## src/rtl/mem_ctrl_pkg.sv

```systemverilog
// Shared types and defaults for the MEM-stage data memory access controller.
// Imported by the controller, its timeout counter and the dmem interface users.
package mem_ctrl_pkg;

  typedef enum logic [1:0] {
    S_IDLE = 2'd0,
    S_BUSY = 2'd1,
    S_DONE = 2'd2
  } state_t;

  localparam int unsigned ACK_TIMEOUT_DEF = 15;
  localparam int unsigned CNT_W           = 4;

  function automatic logic is_aligned(input logic [1:0] lsb);
    return (lsb == 2'b00);
  endfunction

endpackage

```

## src/rtl/mem_access_ctrl_if.sv

```systemverilog
// Data memory request/ack bus between the MEM stage and the data memory.
// The controller drives the request side; the memory answers with ack/rdata.
interface mem_access_ctrl_if;

  logic        dmem_req;
  logic        dmem_we;
  logic [31:0] dmem_addr;
  logic [31:0] dmem_wdata;
  logic        dmem_ack;
  logic [31:0] dmem_rdata;

  modport master (
    output dmem_req,
    output dmem_we,
    output dmem_addr,
    output dmem_wdata,
    input  dmem_ack,
    input  dmem_rdata
  );

  modport slave (
    input  dmem_req,
    input  dmem_we,
    input  dmem_addr,
    input  dmem_wdata,
    output dmem_ack,
    output dmem_rdata
  );

endinterface

```

## src/rtl/mem_timeout_cnt.sv

```systemverilog
// 4-bit BUSY-cycle counter with synchronous clear, enable and terminal flag.
// The terminal flag marks the last BUSY cycle allowed before an abort.
module mem_timeout_cnt
  import mem_ctrl_pkg::*;
#(
  parameter int unsigned TERM = ACK_TIMEOUT_DEF - 1
) (
  input  logic clk,
  input  logic rst,
  input  logic i_clr,
  input  logic i_en,
  output logic o_term
);

  localparam logic [CNT_W-1:0] TERM_V = CNT_W'(TERM);

  logic [CNT_W-1:0] r_cnt;

  always_ff @(posedge clk or negedge rst) begin
    if (!rst) begin
      r_cnt <= '0;
    end else if (i_clr) begin
      r_cnt <= '0;
    end else if (i_en) begin
      r_cnt <= r_cnt + 1'b1;
    end
  end

  assign o_term = (r_cnt == TERM_V);

endmodule

```

## src/rtl/mem_access_ctrl.sv

```systemverilog
// MEM-stage data memory access controller: issues one dmem access per
// EX/MEM instruction, stalls the pipe until ack or timeout, reports errors.
module mem_access_ctrl
  import mem_ctrl_pkg::*;
#(
  parameter int unsigned ACK_TIMEOUT = ACK_TIMEOUT_DEF
) (
  input  logic               clk,
  input  logic               rst,
  input  logic [31:0]        MEM_InALUResult,
  input  logic [31:0]        MEM_InRtData,
  input  logic               MEM_InMemRead,
  input  logic               MEM_InMemWrite,
  mem_access_ctrl_if.master  dmem,
  output logic [31:0]        MEM_OutReadData,
  output logic               MEM_Stall,
  output logic               MEM_AlignErr,
  output logic               MEM_TimeoutErr
);

  state_t      r_state;
  state_t      w_next;
  logic [31:0] r_rdata;
  logic        r_align_err;
  logic        r_tmo_err;

  logic w_req;
  logic w_aligned;
  logic w_load;
  logic w_busy;
  logic w_stall;
  logic w_clr;
  logic w_en;
  logic w_term;
  logic w_align_d;
  logic w_tmo_d;
  logic w_cap;
  logic w_zero;

  assign w_req     = MEM_InMemRead | MEM_InMemWrite;
  assign w_aligned = is_aligned(MEM_InALUResult[1:0]);
  // A combined read+write is treated as a store: no load result update.
  assign w_load    = MEM_InMemRead & ~MEM_InMemWrite;

  mem_timeout_cnt #(
    .TERM (ACK_TIMEOUT - 1)
  ) u_cnt (
    .clk    (clk),
    .rst    (rst),
    .i_clr  (w_clr),
    .i_en   (w_en),
    .o_term (w_term)
  );

  always_comb begin
    w_next    = r_state;
    w_busy    = 1'b0;
    w_stall   = 1'b0;
    w_clr     = 1'b0;
    w_en      = 1'b0;
    w_align_d = 1'b0;
    w_tmo_d   = 1'b0;
    w_cap     = 1'b0;
    w_zero    = 1'b0;
    unique case (r_state)
      S_IDLE: begin
        if (w_req && w_aligned) begin
          w_stall = 1'b1;
          w_clr   = 1'b1;
          w_next  = S_BUSY;
        end else if (w_req) begin
          w_align_d = 1'b1;
        end
      end
      S_BUSY: begin
        w_busy  = 1'b1;
        w_stall = 1'b1;
        unique case (1'b1)
          dmem.dmem_ack: begin
            w_cap  = w_load;
            w_next = S_DONE;
          end
          w_term: begin
            w_tmo_d = 1'b1;
            w_zero  = w_load;
            w_next  = S_DONE;
          end
          default: w_en = 1'b1;
        endcase
      end
      // One dead cycle so the still-held request is not issued twice.
      S_DONE: w_next = S_IDLE;
      default: w_next = S_IDLE;
    endcase
  end

  always_ff @(posedge clk or negedge rst) begin
    if (!rst) begin
      r_state     <= S_IDLE;
      r_rdata     <= '0;
      r_align_err <= 1'b0;
      r_tmo_err   <= 1'b0;
    end else begin
      r_state     <= w_next;
      r_align_err <= w_align_d;
      r_tmo_err   <= w_tmo_d;
      if (w_cap) begin
        r_rdata <= dmem.dmem_rdata;
      end else if (w_zero) begin
        r_rdata <= '0;
      end
    end
  end

  assign dmem.dmem_req   = w_busy;
  assign dmem.dmem_we    = w_busy & MEM_InMemWrite;
  assign dmem.dmem_addr  = MEM_InALUResult;
  assign dmem.dmem_wdata = MEM_InRtData;

  assign MEM_OutReadData = r_rdata;
  assign MEM_Stall       = w_stall;
  assign MEM_AlignErr    = r_align_err;
  assign MEM_TimeoutErr  = r_tmo_err;

endmodule

```

## src/flat_wrapper.sv

```systemverilog
// flat-port wrapper written by rule: the top's interface ports become plain ports
module mem_access_ctrl_flat import mem_ctrl_pkg::*;
#(
  parameter int unsigned ACK_TIMEOUT = ACK_TIMEOUT_DEF
)
  (clk, rst, MEM_InALUResult, MEM_InRtData, MEM_InMemRead, MEM_InMemWrite, MEM_OutReadData, MEM_Stall, MEM_AlignErr, MEM_TimeoutErr, dmem_dmem_req, dmem_dmem_we, dmem_dmem_addr, dmem_dmem_wdata, dmem_dmem_ack, dmem_dmem_rdata);
  mem_access_ctrl_if dmem_i ();
  input  logic clk;
  input  logic rst;
  input  logic [31:0] MEM_InALUResult;
  input  logic [31:0] MEM_InRtData;
  input  logic MEM_InMemRead;
  input  logic MEM_InMemWrite;
  output logic [31:0] MEM_OutReadData;
  output logic MEM_Stall;
  output logic MEM_AlignErr;
  output logic MEM_TimeoutErr;
  output wire logic [$bits(dmem_i.dmem_req)-1:0] dmem_dmem_req;
  output wire logic [$bits(dmem_i.dmem_we)-1:0] dmem_dmem_we;
  output wire logic [$bits(dmem_i.dmem_addr)-1:0] dmem_dmem_addr;
  output wire logic [$bits(dmem_i.dmem_wdata)-1:0] dmem_dmem_wdata;
  input wire logic [$bits(dmem_i.dmem_ack)-1:0] dmem_dmem_ack;
  input wire logic [$bits(dmem_i.dmem_rdata)-1:0] dmem_dmem_rdata;
  assign dmem_dmem_req = dmem_i.dmem_req;
  assign dmem_dmem_we = dmem_i.dmem_we;
  assign dmem_dmem_addr = dmem_i.dmem_addr;
  assign dmem_dmem_wdata = dmem_i.dmem_wdata;
  assign dmem_i.dmem_ack = dmem_dmem_ack;
  assign dmem_i.dmem_rdata = dmem_dmem_rdata;
  mem_access_ctrl #(.ACK_TIMEOUT(ACK_TIMEOUT)) u_core (.clk(clk), .rst(rst), .MEM_InALUResult(MEM_InALUResult), .MEM_InRtData(MEM_InRtData), .MEM_InMemRead(MEM_InMemRead), .MEM_InMemWrite(MEM_InMemWrite), .dmem(dmem_i), .MEM_OutReadData(MEM_OutReadData), .MEM_Stall(MEM_Stall), .MEM_AlignErr(MEM_AlignErr), .MEM_TimeoutErr(MEM_TimeoutErr));
endmodule
```

## config.mk

```make
export PLATFORM = sky130hd
export DESIGN_NAME = mem_access_ctrl_flat
export DESIGN_NICKNAME = d
export VERILOG_FILES = /design/src/rtl/mem_ctrl_pkg.sv /design/src/rtl/mem_access_ctrl_if.sv /design/src/rtl/mem_timeout_cnt.sv /design/src/rtl/mem_access_ctrl.sv /design/src/flat_wrapper.sv
export SDC_FILE = /design/constraint.sdc
export NUM_CORES = 1
export LEC_CHECK = 0
export ABC_CLOCK_PERIOD_IN_PS = 1900
export CAP_MARGIN = 5
export CORE_MARGIN = 10
export CORE_UTILIZATION = 30
export CTS_BUF_LIST = sky130_fd_sc_hd__clkbuf_8
export DETAILED_ROUTE_END_ITERATION = 10
export PLACE_DENSITY = 0.82
export SLEW_MARGIN = 20
export SYNTH_ARGS = -nofsm -noshare
export SYNTH_HDL_FRONTEND = slang
export SYNTH_SLANG_ARGS = --single-unit
```

## constraint.sdc

```tcl
create_clock -name clk -period 1.9 [get_ports clk]
set_clock_uncertainty 0.05 [all_clocks]
set_input_delay 0.38 -clock clk [delete_from_list [all_inputs] [get_ports clk]]
set_output_delay 0.38 -clock clk [all_outputs]
set_load 0.02 [all_outputs]
```

# [Word level (Yosys, flattened, before mapping)]
# Index checks and enable logic that the tools add are counted.
[classes] n_eq_ne=4 n_reduce_logical=7 n_bitwise=4 n_addsub=1 mux=22
[ops] op="$mux W32" n=2
[ops] op="$mux W1" n=14
[ops] op="$mux W4" n=2
[ops] op="$add A4 B1 Y4 const B" n=1
[ops] op="$eq A4 B4 Y1 const B" n=1
[ops] op="$logic_not A2 Y1" n=2
[ops] op="$mux W2" n=2
[ops] op="$pmux W2 S2" n=1
[ops] op="$reduce_bool A2 Y1" n=2
[ops] op="$and A1 B1 Y1" n=2
[ops] op="$eq A2 B1 Y1 const B" n=1
[ops] op="$ne A2 B1 Y1 const B" n=1
[ops] op="$ne A2 B2 Y1 const B" n=1
[ops] op="$pmux W1 S2" n=1
[ops] op="$reduce_and A2 Y1" n=1
[ops] op="$reduce_or A2 Y1" n=1
[ops] op="$logic_and A1 B1 Y1" n=1
[ops] op="$not A1 Y1" n=1
[ops] op="$or A1 B1 Y1" n=1
[totals] input_bits=101 reg_bits=40 out_inout_bits=101 word_cells=43

# [Depth between registers and ports, before layout]
[depth] ltp_word=6 ltp_mapped=6 depth_no_buf=5

# [Modules after synthesis]
# Synthesis repeated with hierarchy kept, for this count alone.
[hier_totals] cells_unflattened=177 area_unflattened_um2=2062.0
[modules_own_cells] mod="mem_access_ctrl" n_inst=1 area_per_inst_um2=1841.8 seq_area_each_um2=900.9 cells_per_inst=157
[modules_own_cells] mod="mem_timeout_cnt" n_inst=1 area_per_inst_um2=220.2 seq_area_each_um2=100.1 cells_per_inst=20

# [Least setup slack after synthesis]
# Ideal clock, no wire load.
[synth_path] path_kind="register to register" from="reg u_core.u_cnt.r_cnt[0]" to="reg u_core.r_rdata[0], in the netlist u_core.MEM_OutReadData[0]" synth_period_minus_slack_ns=1.635 stages_incl_launch_ff=7 setup_time_ns=0.066 slack_ns=0.265 path_buffers=1 t_arrival_ns=1.519 required_ns=1.784 path_cell_list="dfrtp_1 inv_1 ha_1 and3_1 o2111ai_1 buf_2 a22o_1"
[synth_between] elab_chain_cells=4
[synth_rtl] element="start, declared" line_no="mem_timeout_cnt.sv:17" rtl="logic [CNT_W-1:0] r_cnt;"
[synth_rtl] element="start signal, assigned" line_no="mem_timeout_cnt.sv:25" rtl="r_cnt <= r_cnt + 1'b1;"
[synth_rtl] element="$eq A4 B4 Y1" line_no="mem_timeout_cnt.sv:29" rtl="assign o_term = (r_cnt == TERM_V);"
[synth_rtl] element="$mux W1" line_no="mem_access_ctrl.sv:78" rtl="unique case (1'b1)"
[synth_rtl] element="$mux W1" line_no="mem_access_ctrl.sv:65" rtl="unique case (r_state)"
[synth_rtl] element="$reduce_bool A2 Y1 (no line)"
[synth_rtl] element="end signal, assigned" line_no="mem_access_ctrl.sv:108" rtl="r_rdata <= dmem.dmem_rdata;"
[synth_rtl] element="end, declared" line_no="mem_access_ctrl.sv:23" rtl="logic [31:0] r_rdata;"
# Every way passes these cells.
# A chain may end at the register's enable or synchronous reset.

# [Final worst setup path]
[layout_path] from="in MEM_InALUResult[1]" to="out MEM_Stall"
[layout_between] elab_chain_cells=4
[layout_rtl] element="start, declared" line_no="flat_wrapper.sv:10" rtl="input logic [31:0] MEM_InALUResult;"
[layout_rtl] element="$logic_not A2 Y1" line_no="mem_ctrl_pkg.sv:15" rtl="return (lsb == 2'b00);"
[layout_rtl] element="$logic_and A1 B1 Y1" line_no="mem_access_ctrl.sv:67" rtl="if (w_req && w_aligned) begin"
[layout_rtl] element="$mux W1" line_no="mem_access_ctrl.sv:67"
[layout_rtl] element="$pmux W1 S2" line_no="mem_access_ctrl.sv:65"
[layout_rtl] element="end, declared" line_no="flat_wrapper.sv:15" rtl="output logic MEM_Stall;"
# Every way passes these cells.

==> impl_metrics.env <==
export IMPL_critPathCaptureType="output port"
export IMPL_crit_required_ps=1470
export IMPL_portBuffers=77
export IMPL_area_delta_synth_final_pct=27.8
export IMPL_max_cap_violations=0
export IMPL_max_clk_rate_mhz=548
export IMPL_final_cell_area_um2=2620
export IMPL_cts_tree="done"
export IMPL_post_synth_main_area_contributors="dfrtp_1 49%, buf_4 23%, a22o_1 14%, buf_6 1.7%, ha_1 1.2%"
export IMPL_cts_buffers=5
export IMPL_leading_cell_types_in_the_layout_fill_and_taps_excluded="71 x clkdlybuf4s50_1, 40 x dfrtp_1, 32 x a22o_1"
export IMPL_gr_total_overflow=0
export IMPL_grt_antenna_before_repair=0
export IMPL_ant_nets=0
export IMPL_io_pins=202
export IMPL_timing_hold_ws_ps=450
export IMPL_worstMarginPinSlew_ps=437
export IMPL_gp_congestion=0.796
export IMPL_antenna_cells=0
export IMPL_detailed_place_area_um2=2500
export IMPL_report_final_setup_viol=0
export IMPL_final_max_slew_violation_count=0
export IMPL_wl_per_cell_um=18.3
export IMPL_critPathLaunchType="input pin"
export IMPL_htree_num_levels=2
export IMPL_maxSlewHeadroom_pct=70.9
export IMPL_dr_total_vias=1398
export IMPL_final_period_utilization_pct=96.0
export IMPL_floorplan_die_height_um=103
export IMPL_yosys_register_bits=40
export IMPL_hold_path_depth=1
export IMPL_finalWirelength_um=5250
export IMPL_postSynthCellCount=181
export IMPL_final_util_pct=38.9
export IMPL_fp_dieArea_um2=10500
export IMPL_setup_tns_final_ps=0
export IMPL_rr_worst_depth=6
export IMPL_grtUsageTotal_pct=9.51
export IMPL_synth_distinct_cells=27
export IMPL_die_x_um=103
export IMPL_synth_async_sr_flop_share_pct=100
export IMPL_final_hold_viol_count=0
export IMPL_clk_path_buf_depth=2
export IMPL_hp_class="flop to flop"
export IMPL_power_per_cell_area_nw_per_um2=1230
export IMPL_layout_cells_most_common="clkdlybuf4s50_1"
export IMPL_total_of_warnings_raised_by_yosys=0
export IMPL_post_synth_cell_area_avg_um2=11.3
export IMPL_result_of_the_run="complete, no violations"
export IMPL_dp_hpwl_um=3980
export IMPL_rsz_0062_raised_after_global_routing="false"
export IMPL_drc_errors=0
export IMPL_vias_in_the_first_global_route=1474
export IMPL_leakage_power_nw=1.19
export IMPL_cp_max_fo=2
export IMPL_final_critical_path_setup_slack_ps=76.2
export IMPL_critPathKind="input pin to output port"
export IMPL_clock_latency_ps=280
export IMPL_post_cts_setup_buffers=0
export IMPL_dp_cells=278
export IMPL_layout_drive_gt1_share_pct=11.6
export IMPL_synth_flop_cell="dfrtp_1"
export IMPL_final_period_minus_worst_setup_slack_ps=1820
export IMPL_yosysTopAreaCell="dfrtp_1"
export IMPL_post_drt_via_cell_ratio=4.87
export IMPL_finalPower_mw=3.21
export IMPL_design_core_area_um2=6720
export IMPL_first_iter_violations=58
export IMPL_fp_row_count=30
export IMPL_synth_net_count=284
export IMPL_stdcell_count=287
export IMPL_grt_first_pass_wirelength_um=7740
export IMPL_vdd_ir_drop_max_mv=0.298
export IMPL_seq_area_frac_synth_pct=48.9
export IMPL_post_synth_top_area_fraction_pct=48.9
export IMPL_cts_root_buffer="clkbuf_8"
export IMPL_place_worst_setup_slack_ps=-394
export IMPL_clock_sinks=40
export IMPL_worst_path_arrival_time_ps=1390
export IMPL_start_util_pct=30.5
export IMPL_pin_count_of_the_biggest_net_entering_global_routing=29
export IMPL_layout_nets=309
export IMPL_first_pass_iters=4
export IMPL_mappedNetlistArea_um2=2050
export IMPL_synth_edff_count=0
export IMPL_clk_pin_slew_worst_paths_ps=70
==> path summary, 6_finish.rpt <==
check / end / startpoint / slack [ps]
max reg2reg: u_core.MEM_OutReadData[7]$_DFFE_PN0P_ / u_core.u_cnt.r_cnt[0]$_DFFE_PN0P_ / 120
min: u_core.MEM_OutReadData[30]$_DFFE_PN0P_ / u_core.MEM_OutReadData[30]$_DFFE_PN0P_ / 450
min in group asynchronous: u_core.MEM_TimeoutErr$_DFF_PN0_ / rst / 510
max: MEM_Stall / MEM_InALUResult[1] / 80
min reg2reg: u_core.MEM_OutReadData[30]$_DFFE_PN0P_ / u_core.MEM_OutReadData[30]$_DFFE_PN0P_ / 450
max in group asynchronous: u_core.MEM_OutReadData[20]$_DFFE_PN0P_ / rst / 810
==> metal layers <==
layer / global-route usage [%] / routed length (µm)
met1: 10.4 / 2050
met5: 0 / 0
met2: 14.4 / 2330
met4: 5.31 / 133
met3: 5.29 / 733
==> sequential cells by signal (all words and copies together) (netlist names) <==
signal / count
u_core.MEM_OutReadData: 32
u_core.u_cnt.r_cnt: 4
u_core.r_state: 2
u_core.MEM_AlignErr: 1
u_core.MEM_TimeoutErr: 1
==> layout make-up <==
class / count / area, µm²
Fill cell: 635 / 4100
Sequential cell: 40 / 1000
Timing Repair Buffer: 89 / 886
Multi-Input combinational cell: 66 / 505
Tap cell: 80 / 100
Clock buffer: 5 / 68.8
Clock inverter: 3 / 38.8
Inverter: 4 / 15.0
==> kinds of logic (layout without fill, tap and decap cells) <==
group | Yosys count | count (layout) | share of synthesized area [%]
AOI/OAI and AO/OA | 43 | 43 | 17.1
adders and majority gates | 2 | 2 | 1.22
buffers and inverters | 75 | 101 | 26.8
DFF | 40 | 40 | 48.9
muxes | 1 | 1 | 0.489
and+or+nand+nor | 20 | 20 | 5.44
==> worst max-delay path, stage by stage <==
cell             delay (ps)
clkdlybuf4s50_1         430
nor2_2                  130
o21ai_0                 130
a21oi_1                 150
buf_2                   170
==> cells in the mapped netlist (2+ instances only) <==
| cell | n |
|---|---|
| a21oi_1 | 3 |
| a22o_1 | 32 |
| buf_2 | 4 |
| buf_4 | 64 |
| buf_6 | 3 |
| dfrtp_1 | 40 |
| ha_1 | 2 |
| inv_1 | 3 |
| nand3_1 | 4 |
| nor2_1 | 6 |
| nor3_1 | 2 |
| o21ai_0 | 3 |
==> report_power, final <==
part           internal (mW)  switching [mW]
registers               1.11           0.157
logic                  0.683           0.587
clock network          0.385           0.288
==> what timing repair did <==
action | CTS | global route
gates resized for setup | 8 | 1
hold endpoints to repair | 17 | 0
endpoints found under the setup margin | 5 | 1
hold buffers | 1 | 0
pin swaps | 0 | 0
Power figures use the tool's default switching activity.
